$ cat src/rtl/arith_pkg.sv
// Shared types and sizing helpers for the basic-arithmetic library.
package arith_pkg;

  // Control states of the bit-serial arithmetic engines.
  typedef enum logic [1:0] {
    IDLE = 2'd0,
    RUN  = 2'd1,
    DONE = 2'd2
  } add_state_e;

  // Bit counter width; the extra bit keeps WIDTH=1 at a legal one-bit counter.
  function automatic int unsigned cnt_width(input int unsigned width);
    return unsigned'($clog2(width)) + 32'd1;
  endfunction

endpackage

$ cat src/rtl/half_adder.sv
// Single-bit half adder; two of these plus an OR form a full-adder cell.
module half_adder (
  input  logic a,
  input  logic b,
  output logic s,
  output logic c
);

  // Sum is the XOR, carry is the AND.
  assign s = a ^ b;
  assign c = a & b;

endmodule

$ cat src/rtl/serial_adder.sv
// Bit-serial unsigned adder: one full-adder cell, LSB first, WIDTH cycles per add.
module serial_adder
  import arith_pkg::*;
#(
  parameter int unsigned WIDTH = 8
) (
  input  logic             clk,
  input  logic             rst_n,
  input  logic             in_valid,
  output logic             in_ready,
  input  logic [WIDTH-1:0] a,
  input  logic [WIDTH-1:0] b,
  output logic             out_valid,
  input  logic             out_ready,
  output logic [WIDTH-1:0] sum,
  output logic             cout
);

  localparam int unsigned       CNT_W = cnt_width(WIDTH);
  localparam logic [CNT_W-1:0] LAST  = CNT_W'(WIDTH - 1);

  add_state_e       state_q, state_d;
  logic [WIDTH-1:0] a_sh_q, a_sh_d;
  logic [WIDTH-1:0] b_sh_q, b_sh_d;
  logic [WIDTH-1:0] sum_q, sum_d;
  logic [CNT_W-1:0] cnt_q, cnt_d;
  logic             carry_q, carry_d;
  logic             cout_q, cout_d;
  logic             in_ready_q, in_ready_d;
  logic             out_valid_q, out_valid_d;

  logic ha0_s, ha0_c, ha1_c, fa_s, fa_c;

  // Full-adder cell built from two half adders.
  half_adder u_ha0 (
    .a (a_sh_q[0]),
    .b (b_sh_q[0]),
    .s (ha0_s),
    .c (ha0_c)
  );

  half_adder u_ha1 (
    .a (ha0_s),
    .b (carry_q),
    .s (fa_s),
    .c (ha1_c)
  );

  assign fa_c = ha0_c | ha1_c;

  // Next-state and datapath update; handshake flags follow the next state so they are registered.
  always_comb begin
    state_d = state_q;
    a_sh_d  = a_sh_q;
    b_sh_d  = b_sh_q;
    sum_d   = sum_q;
    cnt_d   = cnt_q;
    carry_d = carry_q;
    cout_d  = cout_q;

    case (state_q)
      IDLE: begin
        if (in_valid && in_ready_q) begin
          a_sh_d  = a;
          b_sh_d  = b;
          sum_d   = '0;
          cnt_d   = '0;
          carry_d = 1'b0;
          state_d = RUN;
        end
      end
      RUN: begin
        a_sh_d  = a_sh_q >> 1;
        b_sh_d  = b_sh_q >> 1;
        sum_d   = (sum_q >> 1) | (WIDTH'(fa_s) << (WIDTH - 1));
        carry_d = fa_c;
        cnt_d   = cnt_q + CNT_W'(1);
        if (cnt_q == LAST) begin
          cout_d  = fa_c;
          state_d = DONE;
        end
      end
      DONE: begin
        if (out_ready) begin
          state_d = IDLE;
        end
      end
      default: begin
        state_d = IDLE;
      end
    endcase

    in_ready_d  = (state_d == IDLE);
    out_valid_d = (state_d == DONE);
  end

  // State and datapath registers with synchronous active-low reset.
  always_ff @(posedge clk) begin
    if (!rst_n) begin
      state_q     <= IDLE;
      a_sh_q      <= '0;
      b_sh_q      <= '0;
      sum_q       <= '0;
      cnt_q       <= '0;
      carry_q     <= 1'b0;
      cout_q      <= 1'b0;
      in_ready_q  <= 1'b1;
      out_valid_q <= 1'b0;
    end else begin
      state_q     <= state_d;
      a_sh_q      <= a_sh_d;
      b_sh_q      <= b_sh_d;
      sum_q       <= sum_d;
      cnt_q       <= cnt_d;
      carry_q     <= carry_d;
      cout_q      <= cout_d;
      in_ready_q  <= in_ready_d;
      out_valid_q <= out_valid_d;
    end
  end

  assign in_ready  = in_ready_q;
  assign out_valid = out_valid_q;
  assign sum       = sum_q;
  assign cout      = cout_q;

endmodule

$ cat config.mk
export PLATFORM = sky130hd
export DESIGN_NAME = serial_adder
export DESIGN_NICKNAME = d
export VERILOG_FILES = /design/src/rtl/arith_pkg.sv /design/src/rtl/half_adder.sv /design/src/rtl/serial_adder.sv
export SDC_FILE = /design/constraint.sdc
export NUM_CORES = 1
export LEC_CHECK = 0
export BUFFER_PORTS_ARGS = -buffer_cell sky130_fd_sc_hd__buf_4
export CORE_MARGIN = 4
export CORE_UTILIZATION = 55
export CTS_CLUSTER_DIAMETER = 60
export DETAILED_ROUTE_END_ITERATION = 16
export PLACE_DENSITY = 0.83
export SETUP_SLACK_MARGIN = 0.15
export SYNTH_ARGS = -nofsm -noshare
export SYNTH_HDL_FRONTEND = slang
export SYNTH_SLANG_ARGS = --single-unit
export TNS_END_PERCENT = 20
$ cat constraint.sdc
create_clock -name clk -period 2.3 [get_ports clk]
set_input_delay 0.46 -clock clk [delete_from_list [all_inputs] [get_ports clk]]
set_output_delay 0.46 -clock clk [all_outputs]
set_load 0.005 [all_outputs]
# ---- Word-level counts from Yosys, hierarchy flattened
# Index checks and enable logic that the tools add are counted.
dict set report totals {
  reg_bits 34
  input_bits 20
  out_inout_bits 11
  elab_cells 41
}
dict set report classes {
  add_sub_neg 1
  n_eq_ne 5
  mux 14
  bitwise 6
  n_reduce_logical 6
}
# cell n
set ops {}
lappend ops {{$pmux 8 s2} 3}
lappend ops {{$mux 8} 3}
lappend ops {{$or 7x8->8} 1}
lappend ops {{$pmux 4 s2} 1}
lappend ops {{$mux 2} 3}
lappend ops {{$pmux 2 s3} 1}
lappend ops {{$add 4x1->4 const B} 1}
lappend ops {{$eq 2x2->1 const B} 2}
lappend ops {{$eq 4x3->1 const B} 1}
lappend ops {{$logic_not 2->1} 2}
lappend ops {{$mux 4} 1}
lappend ops {{$reduce_and 2->1} 2}
lappend ops {{$and 1x1->1} 2}
lappend ops {{$eq 2x1->1 const B} 1}
lappend ops {{$ne 2x2->1 const B} 1}
lappend ops {{$pmux 1 s2} 1}
lappend ops {{$reduce_bool 2->1} 1}
lappend ops {{$xor 1x1->1} 2}
lappend ops {{$logic_and 1x1->1} 1}
lappend ops {{$mux 1} 1}
lappend ops {{$or 1x1->1} 1}

# ---- Longest topological paths before layout
# Gate-level depths: netlist of run 1.
dict set report logic_depth {
  ltp_word 4
  ltp_mapped 6
  ltp_nobuf 4
}

# ---- Modules after synthesis
# From an unflattened synthesis of run 1, not the netlist that was laid out.
dict set report hier_totals {
  hier_cells 151
  area_unflattened_um2 1446.4
}
# module instances cells_each area_each_um2 seq_area_each_um2
set by_module_without_submodules {}
lappend by_module_without_submodules {serial_adder 1 149 1421.4 680.7}
lappend by_module_without_submodules {half_adder 2 1 12.5 0.0}

# ---- Worst setup path before layout of run 1
# Ideal clock, no wire load.
dict set report synth_path {
  path_type {input port to flip-flop}
  startpoint {input in_valid}
  endpoint {register cnt_q[0]}
  setup_ns 0.121
  arrival_ns 1.148
  t_required_ns 2.179
  path_slack_ns 1.032
  cell_stages 4
  n_path_buf 1
  path_cell_list {a21oi_1 o21a_1 buf_4 mux2_2}
}
dict set report synth_between {
  elab_chain_cells 3
}
# element line_no
set synth_rtl {}
lappend synth_rtl {{start, declared} serial_adder.sv:9} ;# input logic in_valid,
lappend synth_rtl {{$logic_and 1x1->1} serial_adder.sv:63} ;# if (in_valid && in_ready_q) begin
lappend synth_rtl {{$ne 2x2->1 (no source line)} -}
lappend synth_rtl {{$reduce_and 2->1 (no source line)} -}
lappend synth_rtl {{end signal, assigned} serial_adder.sv:114} ;# cnt_q <= cnt_d;
lappend synth_rtl {{end, declared} serial_adder.sv:26} ;# logic [CNT_W-1:0] cnt_q, cnt_d;
# Every way passes these cells.
# A chain may end at the register's enable or synchronous reset.

# ---- Worst setup path after layout of run 1
dict set report layout_path {
  startpoint {register state_q[1]}
  endpoint {register cnt_q[0]}
}
dict set report layout_between {
  elab_chain_cells 3
  word_cells_on_any_way 6
  cone_classes {2 x eq/ne; 1 x mux; 3 x reduce/logical}
}
# element line_no
set layout_rtl {}
lappend layout_rtl {{start, declared} serial_adder.sv:22} ;# add_state_e state_q, state_d;
lappend layout_rtl {{start signal, assigned} serial_adder.sv:110} ;# state_q <= state_d;
lappend layout_rtl {{$eq 2x1->1 / $logic_not 2->1 (equally long branches)} serial_adder.sv:61} ;# case (state_q)
lappend layout_rtl {{$reduce_bool 2->1 (no source line) / $ne 2x2->1 (equally long branches)} -}
lappend layout_rtl {{$reduce_and 2->1 (no source line)} -}
# Several ways; a longest one is shown, not always the timed one.

==> results of run 1 <==
==> path summary, 6_finish.rpt <==
kind | start | end | slack [ns] | depth (start not counted)
max | state_q[1] | cnt_q[0] | 0.77 | 2
min | a[7] | a_sh_q[7] | 0.36 | 2
max reg2reg | state_q[1] | cnt_q[0] | 0.77 | 2
min reg2reg | cout | cout | 0.47 | 2
==> report_power, final <==
part	internal (mW)	switching [mW]	total, mW	leakage [nW]
Combinational	0.0560	0.0588	0.115	0.336
Clock	0.225	0.192	0.417	0.0450
Sequential	0.614	0.0164	0.631	0.277
Total	0.895	0.267	1.16	0.657
==> cells by family (layout without fill, tap and decap cells) <==
group / count (synthesis) / in the layout / synth area share (%)
AO/OA/AOI/OAI: 45 / 45 / 26.9
flip-flops: 34 / 34 / 51.2
AND/OR/NAND/NOR: 26 / 26 / 12.5
buffers and inverters: 12 / 43 / 5.36
adder cells (fa/ha/maj): 2 / 2 / 2.45
multiplexers: 2 / 2 / 1.60
==> metrics by stage <==
stage / std cells / instance area (µm²) / power [mW] / util (%)
finish: 180 / 1620 / 1.16 / 72.0
global route: 180 / 1620 / 1.23 / 72.0
CTS: 180 / 1620 / 1.17 / 72.0
detailed placement: 172 / 1550 / 0.758 / 68.5
global placement: 172 / 1550 / 0.754 / 68.5
floorplan: 121 / 1330 / 0.720 / -
==> worst reg2reg max path, stage by stage, from the launching register on <==
cell and delay (ns):
dfxtp_1 0.49, o21a_1 0.72, mux2_2 0.28
==> state kept, by name (all words and copies together), names as in the netlist <==
register	cells
in_ready	1
carry_q	1
state_q	2
cnt_q	4
out_valid	1
sum	8
cout	1
b_sh_q	8
a_sh_q	8
==> cell usage in the layout (no fill, tap or decap), types with 2 or more instances in the layout <==
master     Yosys  final
a21oi_1        2      2
a221o_1        4      4
a22o_1         7      7
a22oi_1       10     10
a32o_1         2      2
and3_1         5      5
buf_4          2     32
clkbuf_4       0      5
clkinv_2       0      2
dfxtp_1       34     34
inv_1          3      3
nand2_1        7      7
nor2_1         3      3
nor2b_1        2      2
o21a_1         3      3
o21ai_0        3      3
o22ai_1        2      2
o2bb2ai_1     10     10
==> final cells by class <==
| cell class | instances | share of cell area, % |
|---|---|---|
| Timing Repair Buffer | 32 | 14.8 |
| Inverter | 3 | 0.694 |
| Clock inverter | 3 | 2.47 |
| Tap cell | 28 | 2.16 |
| Sequential cell | 34 | 41.9 |
| Multi-Input combinational cell | 75 | 35.6 |
| Clock buffer | 5 | 2.31 |
==> routing by layer <==
metal,vias to the layer above,global-route usage [%]
met2,35,27.4
met4,0,4.64
li1,525,-
met3,4,7.01
met5,-,0
met1,502,21.6
==> cells in the mapped netlist <==
cell type  count
nand4_1        1
dfxtp_1       34
fa_1           1
nor4b_4        1
o21ai_0        3
nand2b_4       1
a22oi_1       10
a211oi_1       1
a32o_1         2
buf_6          2
o2bb2ai_1     10
nand3b_1       1
mux2i_1        1
nand2_1        7
ha_1           1
a21oi_1        2
o21a_1         3
a221o_1        4
nor2_1         3
a22o_1         7
nand3_1        1
a31oi_1        1
and3b_1        1
nand4b_1       1
nor3_1         1
nor2b_1        2
clkbuf_1       1
inv_1          3
buf_1          1
and3_1         5
mux2_2         1
buf_4          2
o22ai_1        2
or3_1          1
buf_2          3
==> summary.txt, run 1 <==
Run status
  • Status: complete, no violations

Layout
  • Sequential cell area: 681 µm²
  • Filler Cells Inserted: 170
  • Area of the multi-input gates: slightly below 600 µm²
  • Post-layout nets: between 150 and 200
  • Area Overhead vs Synth: 22.0%
  • Ant diodes: 0
  • Fraction of layout cells with a size suffix above 1: between 20% and 30%

Drt
  • Met1 WL: 1190 µm
  • Antenna Nets Post-Route: 0
  • Met2 WL: between 1000 and 1500 µm
  • Met3 Routed Length: 174 µm
  • Wire length per cell: 14.5 µm
  • Via count: 1066
  • DRC viols: 0
  • First-pass DRT Iterations: 4
  • Routed wire length: 2620 µm
  • Max Used Layer: met4
  • Vias per cell: 5.92
  • DRT iter0 DRCs: 37

Yosys
  • Synth cell types: 35
  • FF+latch count, synth: 34
  • Register area share after synthesis: 51.2%
  • Synth Cell Area: 1330 µm²
  • Synth Instances: approximately 120
  • Syn Nets: 143
  • Syn_area_per_cell: 11.0 µm²
  • Top post-synthesis cells by area: dfxtp_1, o2bb2ai_1, a22oi_1
  • Area leader, netlist: dfxtp_1
  • Synth warnings: 0
  • Area share of the largest cell type after synthesis: 51.2%

Clock network
  • Cells resized by post-CTS repair: 0
  • Reg clk slew, reported paths: about 0.10 ns
  • TritonCTS Sinks: 34
  • Post-CTS Setup Bufs: 0
  • Hold Buf Count CTS: 0
  • H-tree Lvls: 2
  • Total CTS buffers: 5
  • Clk buf depth: 2
  • Clk root buf: clkbuf_4
  • TritonCTS clock tree: built
  • Worst-skew pair later-pin latency: 0.33 ns

Die
  • Die area: between 3000 and 4000 µm²
  • Core area: between 2000 and 2500 µm²
  • Die Ht: between 50 and 60 µm
  • I/O pins: 31
  • Floorplan row count: 17
  • Chip width: 57.2 µm
  • Initial core utilization: between 50 and 60%

STA
  • Final period util: 66.7%
  • TNS Setup: 0 ns
  • Achievable frequency: 652 MHz
  • Setup violations, final: 0
  • Period minus WS final: 1.53 ns
  • Final slew viol count: 0
  • Clk_skew: 0.00488 ns
  • Tightest Pin Transition: 0.809 ns
  • Rel. slew slack: 46.1%
  • RSZ-0062 raised after global routing: no
  • Fin worst setup slack: 0.766 ns
  • Final count of hold timing violations: 0
  • WHS: 0.357 ns

Critical path
  • Crit path max fanout: 24
  • Worst Setup Start Kind: register
  • CP Buf/Inv Count: 0
  • Endpoint class of the critical path: register
  • Critical-path top delay cell: o21a_1
  • Worst EP arrival: roughly 1.8 ns
  • Critical Setup Path Class: register to register
  • Cell Chain, Critical Path: o21a_1 -> mux2_2
  • Family with the most delay on the worst path: compound AO/OA/AOI/OAI gates
  • Req. time, crit path: 2.58 ns
  • Largest stage delay on the critical path: slightly above 0.7 ns

Power
  • PwrDens: around 720 nW/µm²
  • VDD IR max: 0.652 mV
  • Leakage Power: roughly 0.66 nW

Global route
  • Gr ovfl total: 0
  • Vias in the first global route: 977
  • Largest net degree at the start of global routing: 25
  • First-pass GRT wire length: ~4400 µm
  • Tot GR Track Use: 17.2%
  • Initial antenna violation count: 0

Place
  • Placer Congestion: slightly below 0.8
  • Final HPWL DP: 1830 µm
  • Pre-CTS setup slack: between 0.5 and 0.6 ns
  • IO buf count: 30

Hold path
  • Min-delay worst type: input pin to register

Job
  • Max Cap Viol: 0
Note: power is estimated with default switching activity, not from simulation.
==> inputs of run 2 (changes only) <==
--- a/config.mk
+++ b/config.mk
@@ -7,10 +7,10 @@
 export LEC_CHECK = 0
 export BUFFER_PORTS_ARGS = -buffer_cell sky130_fd_sc_hd__buf_4
 export CORE_MARGIN = 4
-export CORE_UTILIZATION = 55
+export CORE_UTILIZATION = 51
 export CTS_CLUSTER_DIAMETER = 60
 export DETAILED_ROUTE_END_ITERATION = 16
-export PLACE_DENSITY = 0.83
+export PLACE_DENSITY = 0.78
 export SETUP_SLACK_MARGIN = 0.15
 export SYNTH_ARGS = -nofsm -noshare
 export SYNTH_HDL_FRONTEND = slang
==> constraint.sdc (replaced) <==
create_clock -name clk -period 1.5 [get_ports clk]
set_input_delay 0.3 -clock clk [delete_from_list [all_inputs] [get_ports clk]]
set_output_delay 0.3 -clock clk [all_outputs]
set_load 0.005 [all_outputs]
==> summary.txt, run 2 (synthesis gave the netlist of run 1 again) <==
Die
  • Core area: 2480 µm²
  • Initial core utilization: 53.7%
  • Floorplan row count: 18
  • Chip width: 59.1 µm
  • Die area: 3490 µm²
  • Die Ht: between 50 and 60 µm
  • I/O pins: 31

Drt
  • Via count: 1105
  • Routed wire length: 2870 µm
  • First-pass DRT Iterations: 4
  • DRT iter0 DRCs: 30
  • DRC viols: 0
  • Vias per cell: 5.91
  • Wire length per cell: 15.4 µm
  • Antenna Nets Post-Route: 0

STA
  • Clk_skew: around 0.0087 ns
  • Tightest Pin Transition: approximately 0.47 ns
  • RSZ-0062 raised after global routing: yes
  • Final count of hold timing violations: 0
  • Setup violations, final: 0
  • Achievable frequency: 760 MHz
  • Rel. slew slack: 68.9%
  • Final slew viol count: 0
  • Period minus WS final: 1.32 ns
  • Final period util: just under 90%
  • TNS Setup: 0 ns

Power
  • VDD IR max: 0.835 mV
  • Combinational cell fraction of total power: 11.5%
  • Internal: 1.27 mW
  • Flop pwr share: 57.7%
  • NetSw: 0.413 mW
  • PwrDens: ~1000 nW/µm²
  • Clock power frac: 30.8%
  • Sw frac: 24.5%
  • Leakage Power: 0.674 nW

Clock network
  • TritonCTS clock tree: built
  • Reg clk slew, reported paths: 0.10 ns
  • Worst-skew pair later-pin latency: 0.33 ns
  • Hold Buf Count CTS: 0
  • Clk root buf: clkbuf_4
  • Clk buf depth: 2
  • Post-CTS Setup Bufs: 0
  • TritonCTS Sinks: 34
  • H-tree Lvls: 2
  • Total CTS buffers: 5

Layout
  • Ant diodes: 0
  • Most common cell after layout, fill and taps aside: buf_4
  • Most frequent cells in the layout: buf_4, dfxtp_1, a22oi_1, o2bb2ai_1
  • Final cell count without fillers: 187
  • Filler Cells Inserted: 205
  • Post-layout nets: roughly 180
  • Fraction of layout cells with a size suffix above 1: 32.5%
  • Area Overhead vs Synth: 24.2%

Critical path
  • Crit path max fanout: 10
  • Largest stage delay on the critical path: 0.41 ns
  • Cell Chain, Critical Path: and3b_2 -> and3_1 -> a221o_1
  • Critical-path top delay cell: dfxtp_2
  • Worst EP arrival: 1.53 ns
  • Worst r2r path cells: 3
  • Req. time, crit path: 1.72 ns
  • Worst Setup Start Kind: register
  • Endpoint class of the critical path: register
  • Critical Setup Path Class: register to register

Global route
  • Tot GR Track Use: 18.4%
  • Largest net degree at the start of global routing: 15
  • Vias in the first global route: 1054
  • Gr ovfl total: 0
  • First-pass GRT wire length: 4770 µm
  • Initial antenna violation count: 0

Hold path
  • Hold path depth: 2
  • Min-delay worst type: input pin to register

Place
  • IO buf count: 30
  • DP Cell Count: 179
  • Final HPWL DP: 2150 µm
  • Placer Congestion: 0.794

Job
  • Max Cap Viol: 0

Run status
  • Status: complete, no violations
==> run 2: cell types whose count changed in the layout (fill, tap and decap cells not counted), sizes merged <==
cell,change
clkbuf,+2
bufinv,-1
clkinv,-1
buf,+5
==> run 2: what timing repair did <==
| action | in CTS | in global routing |
|---|---|---|
| endpoints found under the setup margin | 24 | 2 |
| pin swaps | 0 | 1 |
| resized for setup | 4 | 0 |
| endpoints found under the hold margin | 0 | 0 |
==> run 2: final timing paths <==
path | start | endpoint | slack, ns
max reg2reg | state_q[0] | b_sh_q[0] | 0.18
min | a[7] | a_sh_q[7] | 0.20
max | state_q[0] | b_sh_q[0] | 0.18
min reg2reg | cout | cout | 0.47
==> run 2: area by class of cell <==
class	count	area (µm²)	area share (%)
flip-flops and latches	34	682	41.3
inverters	3	11.3	0.682
clock inverters	1	5.00	0.303
multi-input cells	75	583	35.3
clock buffers	7	55.1	3.33
well taps	30	37.5	2.27
repair buffers	37	278	16.8
==> run 2: power groups by stage <==
stage / combinational [mW] / sequential, mW / clock (mW)
floorplan: 0.123 / 0.981 / 0
global placement: 0.185 / 0.989 / 0
detailed placement: 0.191 / 0.991 / 0
CTS: 0.193 / 0.971 / 0.539
global route: 0.213 / 0.977 / 0.576
finish: 0.193 / 0.971 / 0.518
==> run 2: worst max-delay path: cells and delay by family (launching register included) <==
| family | cells | cell delay [ns] |
|---|---|---|
| AOI/OAI and AO/OA | 1 | 0.27 |
| DFF | 1 | 0.41 |
| and+or+nand+nor | 2 | 0.52 |
==> run 2: routing by layer <==
metal | track usage (%) | up-vias | routed length [µm]
li1 | - | 535 | -
met1 | 22.6 | 531 | 1270
met3 | 8.06 | 8 | 195
met2 | 27.9 | 31 | 1340
met4 | 8.09 | 0 | 65
met5 | 0 | - | 0
==> run 2: metrics by stage <==
| step | util [%] | instance area [µm²] | setup slack [ns] | power [mW] | hold slack, ns |
|---|---|---|---|---|---|
| 3_3_place_gp | 64.0 | 1590 | 0.0650 | 1.17 | 0.446 |
| 3_5_place_dp | 64.0 | 1590 | 0.0167 | 1.18 | 0.450 |
| 4_1_cts | 66.7 | 1650 | 0.186 | 1.70 | 0.186 |
| 6_report | 66.7 | 1650 | 0.184 | 1.68 | 0.200 |
| 5_1_grt | 66.7 | 1650 | 0.150 | 1.77 | 0.181 |
| 2_1_floorplan | - | 1330 | 0.259 | 1.10 | 0.433 |
